===== config.mk =====
export PLATFORM = sky130hd
export DESIGN_NAME = difftest_step_batcher
export DESIGN_NICKNAME = d
export VERILOG_FILES = /design/src/rtl/difftest_step_batcher.sv
export SDC_FILE = /design/constraint.sdc
export NUM_CORES = 1
export LEC_CHECK = 0
export CAP_MARGIN = 15
export CORE_ASPECT_RATIO = 0.5
export CORE_MARGIN = 2
export CORE_UTILIZATION = 55
export DETAILED_ROUTE_END_ITERATION = 8
export HOLD_SLACK_MARGIN = 0.08
export PLACE_DENSITY = 0.79
export SLEW_MARGIN = 20
export SYNTH_ARGS = -nofsm -noshare
export SYNTH_HDL_FRONTEND = slang
export SYNTH_SLANG_ARGS = --single-unit

===== constraint.sdc =====
create_clock -name clock -period 2.64 [get_ports clock]
set_clock_uncertainty 0.05 [all_clocks]
set_input_delay 0.264 -clock clock [delete_from_list [all_inputs] [get_ports clock]]
set_output_delay 0.264 -clock clock [all_outputs]
set_load 0.02 [all_outputs]

===== src/rtl/difftest_step_batcher.sv =====
// Merges per-cycle difftest commit counts into batches for the host-side checker,
// stamping each batch with the free-running cycle count at which it was formed.
module difftest_step_batcher #(
  parameter int STEP_WIDTH  = 8,
  parameter int BATCH_WIDTH = 16,
  parameter int THRESHOLD   = 64,
  parameter int TIMEOUT     = 32
) (
  input  logic                   clock,
  input  logic                   reset,
  input  logic [STEP_WIDTH-1:0]  in_step,
  input  logic                   flush,
  output logic                   out_valid,
  input  logic                   out_ready,
  output logic [BATCH_WIDTH-1:0] out_step,
  output logic [63:0]            out_cycle,
  output logic                   pending,
  output logic                   overflow
);
  localparam int IDLE_WIDTH = $clog2(TIMEOUT + 1);
  localparam logic [BATCH_WIDTH-1:0] ACC_MAX   = '1;
  localparam logic [BATCH_WIDTH-1:0] THRESH_V  = BATCH_WIDTH'(THRESHOLD);
  localparam logic [IDLE_WIDTH-1:0]  TIMEOUT_V = IDLE_WIDTH'(TIMEOUT);
  localparam logic [IDLE_WIDTH-1:0]  IDLE_ONE  = IDLE_WIDTH'(1);

  logic [BATCH_WIDTH-1:0] acc;
  logic [IDLE_WIDTH-1:0]  idle_cnt;
  logic [63:0]            cyc;

  logic                   acc_nonzero;
  logic                   trigger;
  logic                   slot_free;
  logic                   load;
  logic                   clamp;
  logic [BATCH_WIDTH-1:0] step_ext;
  logic [BATCH_WIDTH:0]   sum;

  // Handshake: a batch transfers on any edge where out_valid && out_ready; while
  // out_valid is high and out_ready low the slot (step and cycle stamp) is frozen.
  // The slot counts as free when empty or draining, so drain and reload share an edge.
  always_comb begin
    step_ext    = BATCH_WIDTH'(in_step);
    acc_nonzero = (acc != '0);
    trigger     = acc_nonzero && ((acc >= THRESH_V) || (idle_cnt == TIMEOUT_V) || flush);
    slot_free   = !out_valid || out_ready;
    load        = trigger && slot_free;
    sum         = {1'b0, acc} + {1'b0, step_ext};
    clamp       = sum[BATCH_WIDTH];
  end

  assign pending = acc_nonzero || out_valid;

  always_ff @(posedge clock) begin
    if (reset) begin
      acc       <= '0;
      idle_cnt  <= '0;
      cyc       <= '0;
      out_valid <= 1'b0;
      out_step  <= '0;
      out_cycle <= '0;
      overflow  <= 1'b0;
    end else begin
      cyc <= cyc + 64'd1;
      if (load) begin
        out_valid <= 1'b1;
        out_step  <= acc;
        out_cycle <= cyc;
        acc       <= step_ext;
        idle_cnt  <= '0;
      end else begin
        if (out_ready) begin
          out_valid <= 1'b0;
        end
        // Saturate rather than wrap so a lost count is visible via overflow.
        acc <= clamp ? ACC_MAX : sum[BATCH_WIDTH-1:0];
        if (clamp) begin
          overflow <= 1'b1;
        end
        if ((in_step != '0) || !acc_nonzero) begin
          idle_cnt <= '0;
        end else if (idle_cnt != TIMEOUT_V) begin
          idle_cnt <= idle_cnt + IDLE_ONE;
        end
      end
    end
  end
endmodule

==> results <==
==> power breakdown <==
part	internal, mW	total, mW	switching, mW
clock network	1.43	2.49	1.07
logic	0.336	1.04	0.700
registers	2.60	2.67	0.0627
==> worst register-to-register path, stage by stage, from the launching register on <==
cell     delay (ps)
dfxtp_1         440
nand4_2         240
nor4_1          600
nand4_1         400
nor3_1          260
mux2_2          350
==> layer usage <==
metal	vias to the layer above	part of all wire
met5	-	0
li1	3426	-
met4	0	0.0096
met2	194	0.48
met1	3406	0.46
met3	21	0.054
==> cells in the mapped netlist, types with 2 or more instances <==
library cell	count	area, um^2
a21oi_1	113	565.5
a311oi_1	7	61.31
nor3_1	23	115.1
buf_1	8	30.03
buf_4	2	15.01
or3_1	13	81.33
o211ai_1	6	45.04
a31oi_1	2	12.51
a211oi_1	2	15.01
dfxtp_1	168	3363
a21o_1	3	22.52
or2_2	10	62.56
and3_1	10	62.56
ha_1	11	137.6
inv_1	18	67.56
o31ai_1	9	67.56
clkbuf_1	50	187.7
buf_2	6	30.03
nand3_1	117	585.6
nand4_1	16	100.1
xnor2_1	15	131.4
nand2_1	33	123.9
nor2_1	49	183.9
and4_1	16	140.1
o41ai_1	10	87.58
o21bai_1	2	15.01
mux2i_1	2	20.02
nor4_1	7	43.79
or4_1	10	75.07
and2_1	3	18.77
nor2b_1	4	25.02
nand4_2	2	25.02
o21ai_0	94	470.5
o311ai_0	10	87.58
xor2_1	24	210.2
==> cell type report <==
type / instances / area share
tap: 176 / 0.02393
sequential: 168 / 0.3655
clock inverter: 13 / 0.01577
inverter: 18 / 0.007343
clock buffer: 19 / 0.04814
timing repair buffer: 119 / 0.1265
multi-input combinational: 642 / 0.4128
==> metrics by stage <==
stage,TNS (ps),total power [mW],utilization,area (um^2),instances
after floorplan,0,3.401,-,7485,895
after global placement,0,3.714,0.6428,8613,1123
after detailed placement,-20.58,3.740,0.6428,8613,1123
after CTS,0,6.205,0.6866,9201,1155
after global routing,0,6.439,0.6866,9201,1155
final,0,6.195,0.6866,9201,1155
==> placed cells by master, fill, tap and decap left out, types with 10 or more instances in the layout <==
cell type and count:
a21oi_1 113, and3_1 10, and4_1 16, buf_4 23
clkbuf_16 17, clkdlybuf4s50_1 93, dfxtp_1 168, ha_1 11
inv_1 18, nand2_1 33, nand3_1 117, nand4_1 16
nor2_1 49, nor3_1 23, o21ai_0 94, o41ai_1 10
or2_2 10, or3_1 13, or4_1 10, xnor2_1 15
xor2_1 24
==> worst max-delay path by stage <==
stage                              end  slack (ps)  cells past startpoint
global route                   pending           1                      4
floorplan            acc[7]$_SDFF_PP0_         490                      8
finish                         pending          40                      4
global placement    acc[14]$_SDFF_PP0_          60                      9
CTS                            pending          30                      4
detailed placement  acc[14]$_SDFF_PP0_         -20                      9
==> sequential cells by signal, indices dropped and copies added (netlist names) <==
name       cells
out_step      16
acc           16
overflow       1
idle_cnt       6
out_cycle     64
out_valid      1
cyc           64
==> logic make-up after synthesis <==
group / count (synthesis)
fa+ha+maj: 12
buf+inv: 85
mux: 3
xor+xnor: 39
simple gates: 321
compound gates: 267
flops: 168
==> flow_summary.toml <==
[synth]
synth_nets = 919
synth_fa_ha_area_frac = 0.02106
synthXorXnorAreaFrac = 0.04564
yosys-mux-area-fraction = 0.004179
ys_seq_area_frac = 0.4493
syn_inst = 895
avgSynthCellArea_um2 = 8.363
synth_compound_area_frac = 0.2048
synth_top_family_by_area = "simple AND/OR/NAND/NOR gates"
ys_ff_latch = 168
async_reset_ff_frac = 0
yosys.area_share.simple = 0.2294
yosys_warnings = 0
synthFlopType = "dfxtp_1"
syn_area_mm2 = 0.007485
ys_types = 55
synth_edf_count = 0

[floorplanning]
core_area_mm2 = 0.01340
start_util = 0.5585
fp.dieH_um = 86.49
io_pins = 95
die_area_mm2 = 0.01461
row_count = 30
die_width_um = 169.0

[global_routing]
top_usage_layer = "met2"
grt_max_degree = 98
grt_pass1_wl_um = 30840
antenna_found_initial = 0
grtUsageMet2 = 0.4333
grt.met1_usage = 0.3384
grt.total_usage = 0.2572
gr-total-overflow = 0
grt.met3_usage = 0.05205
first_global_vias = 6600

[detailed_routing]
dr.pass1.iters = 5
ant_nets = 0
wl_um = 18370
wl_per_cell_um = 15.90
vias = 7047
drtIter0Drc = 654
drc = 0
viasPerCell = 6.101

[timing]
drv_slew = 0
final_hold_viol_count = 0
layout_setup_ws_ps = 36.93
period_share = 0.9860
timing.fmax_mhz = 384.2
slew_headroom = 0.6012
hold_slack_ps = 353.9
worst_pin_slew_ps = 594.1
setup_viol = 0
period_minus_slack_ps = 2603
rsz0062_at_grt = "false"

[placement]
globalplace.congestion = 0.9033
hpwlAfterDp_um = 12110
dp_slack_ps = -19.44
io_buffers = 94

[clock_network]
post_cts_buffers = 0
clk_latency_ps = 420
cts_buffers = 17
cts_max_level = 4
cts_resized = 0
cts_root_buf = "clkbuf_16"
cts_tree = "built"
clkSlewWorstSetupHoldPaths_ps = 70
cts_hold_buf = 0
cts.sinks = 168
cts_buffer_depth = 2

[layout]
nets = 990
drive_gt1_frac = 0.08069
nFillCells = 1068
regArea_mm2 = 0.003363
antenna_cells = 0
area_delta_synth_final_pct = 22.94
multi_input_area_mm2 = 0.003799

[pwr]
p_leak_nw = 3.027
ir_worst_vdd_v = 0.0003701
power-per-cell-area_mw_per_mm2 = 673.3

[setup_path]
cp.buffers_inverters = 1
cpPeakStageDelay_ps = 550
crit_arrival_ps = 2290
crit_start = "acc[15]$_SDFF_PP0_"
rrSetupSlack_ps = 180
start_kind = "register"
r2r-start = "cyc[35]$_SDFF_PP0_"
crit_slowest_cell = "clkdlybuf4s50_1"
crit_fanout = 5
crit_chain = "nor4_1, nand3_1, or3_1, clkdlybuf4s50_1"
reg2regPathDepth = 5
crit_type = "register to primary output"
r2r-end = "cyc[62]$_SDFF_PP0_"
cp-end-kind = "primary output"
critPathTopFamily = "simple AND/OR/NAND/NOR gates"
cp.required_ps = 2330

[min_path]
hold_start = "reset"
worstHoldPathCells = 3
min_to = "cyc[34]$_SDFF_PP0_"
hold_path_class = "input pin to register"

[outcome]
status = "complete, no violations"

[flow_run]
maxCapViolations = 0
Note: power is estimated with default switching activity, not from simulation.
